## config.mk

```make
export PLATFORM = sky130hd
export DESIGN_NAME = alu_rr_arbiter
export DESIGN_NICKNAME = d
export VERILOG_FILES = /design/src/rtl/alu_pkg.sv /design/src/rtl/alu_logic_unit.sv /design/src/rtl/alu_rr_arbiter.sv
export SDC_FILE = /design/constraint.sdc
export NUM_CORES = 1
export LEC_CHECK = 0
export ABC_CLOCK_PERIOD_IN_PS = 4100
export BUFFER_PORTS_ARGS = -buffer_cell sky130_fd_sc_hd__buf_2
export CORE_ASPECT_RATIO = 0.8
export CORE_MARGIN = 4
export CORE_UTILIZATION = 40
export DETAILED_ROUTE_END_ITERATION = 7
export PLACE_DENSITY_LB_ADDON = 0.25
export REMOVE_ABC_BUFFERS = 1
export SETUP_SLACK_MARGIN = 0.1
export SYNTH_ARGS = -nofsm -noshare
export SYNTH_HDL_FRONTEND = slang
export SYNTH_HIERARCHICAL = 1
export SYNTH_SLANG_ARGS = --single-unit
```

## constraint.sdc

```tcl
create_clock -name clk -period 4.1 [get_ports clk]
set_input_delay 0.82 -clock clk [delete_from_list [all_inputs] [get_ports clk]]
set_output_delay 0.82 -clock clk [all_outputs]
set_load 0.005 [all_outputs]
```

## src/rtl/alu_pkg.sv

```systemverilog
`default_nettype none
// ============================================================================
// Package   : alu_pkg
// Purpose   : Opcode encodings, FSM state encoding and an opcode legality
//             helper shared by alu_rr_arbiter and alu_logic_unit.
// Revision  : 1.0  initial release
// ============================================================================
package alu_pkg;

  localparam logic [2:0] OP_AND = 3'b000;
  localparam logic [2:0] OP_OR  = 3'b001;
  localparam logic [2:0] OP_XOR = 3'b010;
  localparam logic [2:0] OP_NOR = 3'b011;
  localparam logic [2:0] OP_ADD = 3'b100;
  localparam logic [2:0] OP_SUB = 3'b101;

  typedef enum logic [1:0] {
    ST_IDLE = 2'd0,
    ST_EXEC = 2'd1,
    ST_RESP = 2'd2
  } state_t;

  // Encodings above OP_SUB (110, 111) are reserved.
  function automatic logic op_is_legal(input logic [2:0] op);
    return (op <= OP_SUB);
  endfunction

endpackage : alu_pkg
`default_nettype wire

```

## src/rtl/alu_logic_unit.sv

```systemverilog
`default_nettype none
// ============================================================================
// Module    : alu_logic_unit
// Purpose   : Purely combinational logic/arith datapath.
// Ports     : op    [2:0]      opcode
//             a, b  [WIDTH-1:0] operands
//             y     [WIDTH-1:0] result (0 for illegal opcodes)
//             carry             ADD carry-out / SUB not-borrow, else 0
//             err               illegal opcode
// Revision  : 1.0  initial release
// ============================================================================
module alu_logic_unit #(
  parameter int WIDTH = 32
) (
  input  logic [2:0]       op,
  input  logic [WIDTH-1:0] a,
  input  logic [WIDTH-1:0] b,
  output logic [WIDTH-1:0] y,
  output logic             carry,
  output logic             err
);
  import alu_pkg::*;

  logic [WIDTH-1:0] w_b_eff;
  logic             w_cin;
  logic [WIDTH:0]   w_sum;

  // One shared adder: SUB is a + ~b + 1, so its carry-out is NOT-borrow.
  assign w_cin   = (op == OP_SUB);
  assign w_b_eff = w_cin ? ~b : b;
  assign w_sum   = {1'b0, a} + {1'b0, w_b_eff} + {{WIDTH{1'b0}}, w_cin};

  always_comb begin
    y     = '0;
    carry = 1'b0;
    err   = !op_is_legal(op);
    case (op)
      OP_AND: y = a & b;
      OP_OR:  y = a | b;
      OP_XOR: y = a ^ b;
      OP_NOR: y = ~(a | b);
      OP_ADD,
      OP_SUB: begin
        y     = w_sum[WIDTH-1:0];
        carry = w_sum[WIDTH];
      end
      default: y = '0;
    endcase
  end

endmodule : alu_logic_unit
`default_nettype wire

```

## src/rtl/alu_rr_arbiter.sv

```systemverilog
`default_nettype none
// ============================================================================
// Module    : alu_rr_arbiter
// Purpose   : Shares one ALU datapath between two requesters. Round-robin
//             arbitration, one outstanding op, EXEC_CYCLES execution delay,
//             registered result routed back to the issuing requester.
// Ports     : clk, rst (async, active high)
//             reqN_valid/reqN_ready/reqN_op/reqN_a/reqN_b   request channel N
//             rspN_valid/rspN_ready                         response channel N
//             rsp_data, rsp_zero, rsp_carry, rsp_err        shared result
//             busy                                          FSM not idle
// Revision  : 1.0  initial release
// ============================================================================
module alu_rr_arbiter #(
  parameter int WIDTH       = 32,
  parameter int EXEC_CYCLES = 1
) (
  input  logic             clk,
  input  logic             rst,
  input  logic             req0_valid,
  output logic             req0_ready,
  input  logic [2:0]       req0_op,
  input  logic [WIDTH-1:0] req0_a,
  input  logic [WIDTH-1:0] req0_b,
  input  logic             req1_valid,
  output logic             req1_ready,
  input  logic [2:0]       req1_op,
  input  logic [WIDTH-1:0] req1_a,
  input  logic [WIDTH-1:0] req1_b,
  output logic             rsp0_valid,
  input  logic             rsp0_ready,
  output logic             rsp1_valid,
  input  logic             rsp1_ready,
  output logic [WIDTH-1:0] rsp_data,
  output logic             rsp_zero,
  output logic             rsp_carry,
  output logic             rsp_err,
  output logic             busy
);
  import alu_pkg::*;

  localparam logic [3:0] C_CNT_INIT = 4'(EXEC_CYCLES - 1);

  state_t           r_state;
  state_t           w_next_state;
  logic             r_prio;
  logic             r_owner;
  logic [3:0]       r_cnt;
  logic [2:0]       r_op;
  logic [WIDTH-1:0] r_a;
  logic [WIDTH-1:0] r_b;

  logic             w_idle;
  logic             w_grant;
  logic             w_accept;
  logic             w_rsp_hs;
  logic [WIDTH-1:0] w_y;
  logic             w_carry;
  logic             w_err;

  assign w_idle = (r_state == ST_IDLE);

  // Pointer only matters on contention; otherwise the lone valid wins.
  assign w_grant  = (req0_valid && req1_valid) ? r_prio : req1_valid;
  assign req0_ready = w_idle && req0_valid && !w_grant;
  assign req1_ready = w_idle && req1_valid &&  w_grant;
  assign w_accept = req0_ready || req1_ready;

  assign rsp0_valid = (r_state == ST_RESP) && !r_owner;
  assign rsp1_valid = (r_state == ST_RESP) &&  r_owner;
  assign w_rsp_hs   = (rsp0_valid && rsp0_ready) || (rsp1_valid && rsp1_ready);
  assign busy       = !w_idle;

  alu_logic_unit #(
    .WIDTH (WIDTH)
  ) u_alu (
    .op    (r_op),
    .a     (r_a),
    .b     (r_b),
    .y     (w_y),
    .carry (w_carry),
    .err   (w_err)
  );

  always_ff @(posedge clk or posedge rst) begin
    if (rst) r_state <= ST_IDLE;
    else     r_state <= w_next_state;
  end

  always_comb begin
    w_next_state = r_state;
    case (r_state)
      ST_IDLE: if (w_accept)       w_next_state = ST_EXEC;
      ST_EXEC: if (r_cnt == 4'd0)  w_next_state = ST_RESP;
      ST_RESP: if (w_rsp_hs)       w_next_state = ST_IDLE;
      default:                     w_next_state = ST_IDLE;
    endcase
  end

  always_ff @(posedge clk or posedge rst) begin
    if (rst) begin
      r_prio    <= 1'b0;
      r_owner   <= 1'b0;
      r_cnt     <= 4'd0;
      r_op      <= 3'd0;
      r_a       <= '0;
      r_b       <= '0;
      rsp_data  <= '0;
      rsp_zero  <= 1'b0;
      rsp_carry <= 1'b0;
      rsp_err   <= 1'b0;
    end else begin
      case (r_state)
        ST_IDLE: begin
          if (w_accept) begin
            r_owner <= w_grant;
            r_op    <= w_grant ? req1_op : req0_op;
            r_a     <= w_grant ? req1_a  : req0_a;
            r_b     <= w_grant ? req1_b  : req0_b;
            r_cnt   <= C_CNT_INIT;
          end
        end
        ST_EXEC: begin
          if (r_cnt == 4'd0) begin
            rsp_data  <= w_y;
            rsp_zero  <= (w_y == '0);
            rsp_carry <= w_carry;
            rsp_err   <= w_err;
          end else begin
            r_cnt <= r_cnt - 4'd1;
          end
        end
        ST_RESP: begin
          // Hand priority to the requester that was not just served.
          if (w_rsp_hs) r_prio <= !r_owner;
        end
        default: ;
      endcase
    end
  end

endmodule : alu_rr_arbiter
`default_nettype wire
```

==> flow_summary_export.csv <==
group,metric,value,unit
finish,num_antenna_cells,0,
synthesis,ys_ff_latch,110,
timing,period_share,0.954,
hold_path,min_delay_path_depth,1,
critical_path,cp.arrival,4.17,ns
detailed_routing,drt_pass1_iterations,5,
cts,h-tree-depth,3,
die,fp.dieW,184,um
critical_path,cp-end-kind,"register",
cts,cts_buffers,9,
global_routing,antenna_found_initial,0,
die,core_area,24400,um^2
timing,relSlewSlack,0.389,
global_routing,grt_use_total,0.207,
detailed_routing,wl_per_cell,17.3,um
timing,worstMarginPinSlew,0.916,ns
synthesis,synth_flop_cell,"dfrtp_1",
die,dieArea,27300,um^2
synthesis,synth_cells,1224,
critical_path,worst_path_max_delay_cell,"dfrtp_2",
die,ios,180,
place,hpwl,21.4,mm
finish,fin_nets,1596,
detailed_routing,wirelength,29.1,mm
die,start_util,0.406,
detailed_routing,final_antenna_net_count,0,
global_routing,grt_pass1_vias,8710,
timing,fin_setup_tns,0,ns
global_routing,grt_max_degree,96,
critical_path,startpoint_type,"register",
synthesis,synth_cell_types,74,
synthesis,synth-edff-count,0,
finish,fillers,2411,
critical_path,max_stage_delay,0.42,ns
timing,period_needed,3.91,ns
timing,fmax,256,MHz
detailed_routing,drtIter0Drc,600,
critical_path,path_class,"reg2reg",
detailed_routing,vias,9337,
hold_path,hold_path_class,"reg2reg",
die,rows,51,
die,die_y,149,um
run,drv_cap,0,
critical_path,path_max_fanout,6,
timing,hold_viol,0,
timing,finClkSkew,0.0105,ns
timing,timing_max_transition_violations_final,0,
critical_path,reg2regPathDepth,16,
detailed_routing,drc,0,
critical_path,crit_chain,"nor2b_4, nand2_4, buf_4, xnor2_1, ha_1, a21o_1, a211o_2, o21ai_4, o41a_1, a21oi_2, nor4bb_2, a311oi_2, nor4_2, buf_4, nand4_1, o31ai_1",
synthesis,synth_area,9900,um^2
synthesis,synth_area_per_cell,8.09,um^2
timing,rsz0062_at_grt,"no",
cts,clk_path_buf_depth,2,
cts,clock-sinks,110,
critical_path,critPathTopFamily,"compound AO/OA/AOI/OAI gates",
timing,finalSetupViolations,0,
global_routing,overflow,0,
synthesis,ys.warnings.count,6,
synthesis,async_flop_share,1.00,
cts,clock_latency,0.35,ns
finish,layout-drive-gt1-share,0.225,
critical_path,path_buf_inv,2,
critical_path,cpMostUsedCell,"buf_4",
outcome,status,"complete, no violations",
global_routing,grt_pass1_wl,46.5,mm
synthesis,synth.yosys.seq_area_share,0.278,
detailed_routing,viasPerCell,5.57,
cts,clk_pin_slew,0.08,ns
place,routabilityCongestion,0.936,
cts,cts_tree,"yes",
cts,cts-root-buf,"clkbuf_16",
cts,cts_hold_buf,0,
critical_path,cp.depth,16,
place,io_buffer_count,179,
finish,area_growth,15.8,%
critical_path,required,4.36,ns
## layer usage
| layer | wire length (um) | global-route usage |
|---|---|---|
| met1 | 14700 | 0.319 |
| met2 | 12200 | 0.311 |
| met3 | 1880 | 0.0359 |
| met4 | 279 | 0.0307 |
| met5 | 0 | 0 |
## cells by family after synthesis
| logic type | share of synthesized area |
|---|---|
| compound gates | 0.265 |
| simple gates | 0.143 |
| buf+inv | 0.0848 |
| flops | 0.278 |
| fa+ha+maj | 0.131 |
| xor+xnor | 0.0469 |
| mux | 0.0511 |
## area by class of cell
type / instances / area, um^2 / area share
Inverter: 108 / 408 / 0.0356
Tap cell: 318 / 398 / 0.0347
Multi-Input combinational cell: 912 / 6440 / 0.562
Clock buffer: 11 / 243 / 0.0212
Sequential cell: 110 / 2760 / 0.240
Timing Repair Buffer: 212 / 1180 / 0.103
Clock inverter: 5 / 40.0 / 0.00349
## metrics by stage
stage / worst slack (ns) / hold WS, ns / util / area (um^2) / cells
CTS: 0.125 / 0.514 / 0.466 / 11400 / 1672
global route: 0.103 / 0.529 / 0.470 / 11500 / 1676
detailed placement: -0.0587 / 0.496 / 0.452 / 11000 / 1654
finish: 0.190 / 0.510 / 0.470 / 11500 / 1676
global placement: -0.106 / 0.487 / 0.452 / 11000 / 1654
floorplan: -2.13 / 0.467 / - / 9470 / 1130
## worst paths after layout
kind                              from  slack (ns)           to
max in group asynchronous          rst        2.61      r_a[23]
hold / removal             rsp_data[3]        0.51  rsp_data[3]
setup / recovery               r_op[1]        0.19     rsp_zero
setup reg to reg               r_op[1]        0.19     rsp_zero
min in group asynchronous          rst        0.66      r_owner
hold reg to reg            rsp_data[3]        0.51  rsp_data[3]
## placed cells by master (no fill, tap or decap), types with 5 or more instances in the layout
| cell | instances |
|---|---|
| buf_4 | 30 |
| a21oi_2 | 6 |
| a211oi_1 | 5 |
| clkbuf_16 | 9 |
| inv_1 | 106 |
| nand2b_1 | 5 |
| buf_2 | 179 |
| mux2i_1 | 10 |
| nor4_1 | 7 |
| a21oi_1 | 133 |
| o21a_1 | 7 |
| nand3b_1 | 69 |
| xor2_1 | 10 |
| nand3_1 | 6 |
| nand4_1 | 10 |
| xnor2_1 | 42 |
| mux2_2 | 36 |
| a31oi_1 | 74 |
| o22ai_1 | 22 |
| dfrtp_1 | 108 |
| nor2_1 | 65 |
| a21o_1 | 19 |
| nand2_1 | 64 |
| ha_1 | 102 |
| o21ai_0 | 137 |
## sequential cells by signal, indices dropped and copies added (netlist names), 2 cells and up
signal / flops
r_a: 32
r_b: 32
r_cnt: 4
r_op: 3
r_state: 2
rsp_data: 32
## timing repair
action,CTS,global route
endpoints found under the setup margin,1,1
pin swaps,4,11
gates resized for setup,8,15
setup buffers,2,4
## Yosys cell counts (5+ instances only)
cell / instances / area [um^2]
a21oi_1: 138 / 691
o21ai_0: 137 / 686
dfrtp_1: 110 / 2750
inv_1: 108 / 405
ha_1: 102 / 1280
a31oi_1: 74 / 463
nand3b_1: 69 / 518
nor2_1: 66 / 248
nand2_1: 65 / 244
clkbuf_1: 62 / 233
xnor2_1: 43 / 377
mux2_2: 36 / 405
o22ai_1: 22 / 138
a21o_1: 19 / 143
buf_2: 13 / 65.1
mux2i_1: 10 / 100
nand4_1: 10 / 62.6
nor4_1: 10 / 62.6
xor2_1: 10 / 87.6
buf_1: 8 / 30.0
buf_6: 7 / 78.8
o21a_1: 7 / 52.6
nand3_1: 6 / 30.0
nor2b_1: 6 / 37.5
a211oi_1: 5 / 37.5
nand2b_1: 5 / 31.3
o21ai_1: 5 / 25.0
Power is not shown: default switching activity piles up to over one toggle a cycle in this logic, so the estimate is an artifact.
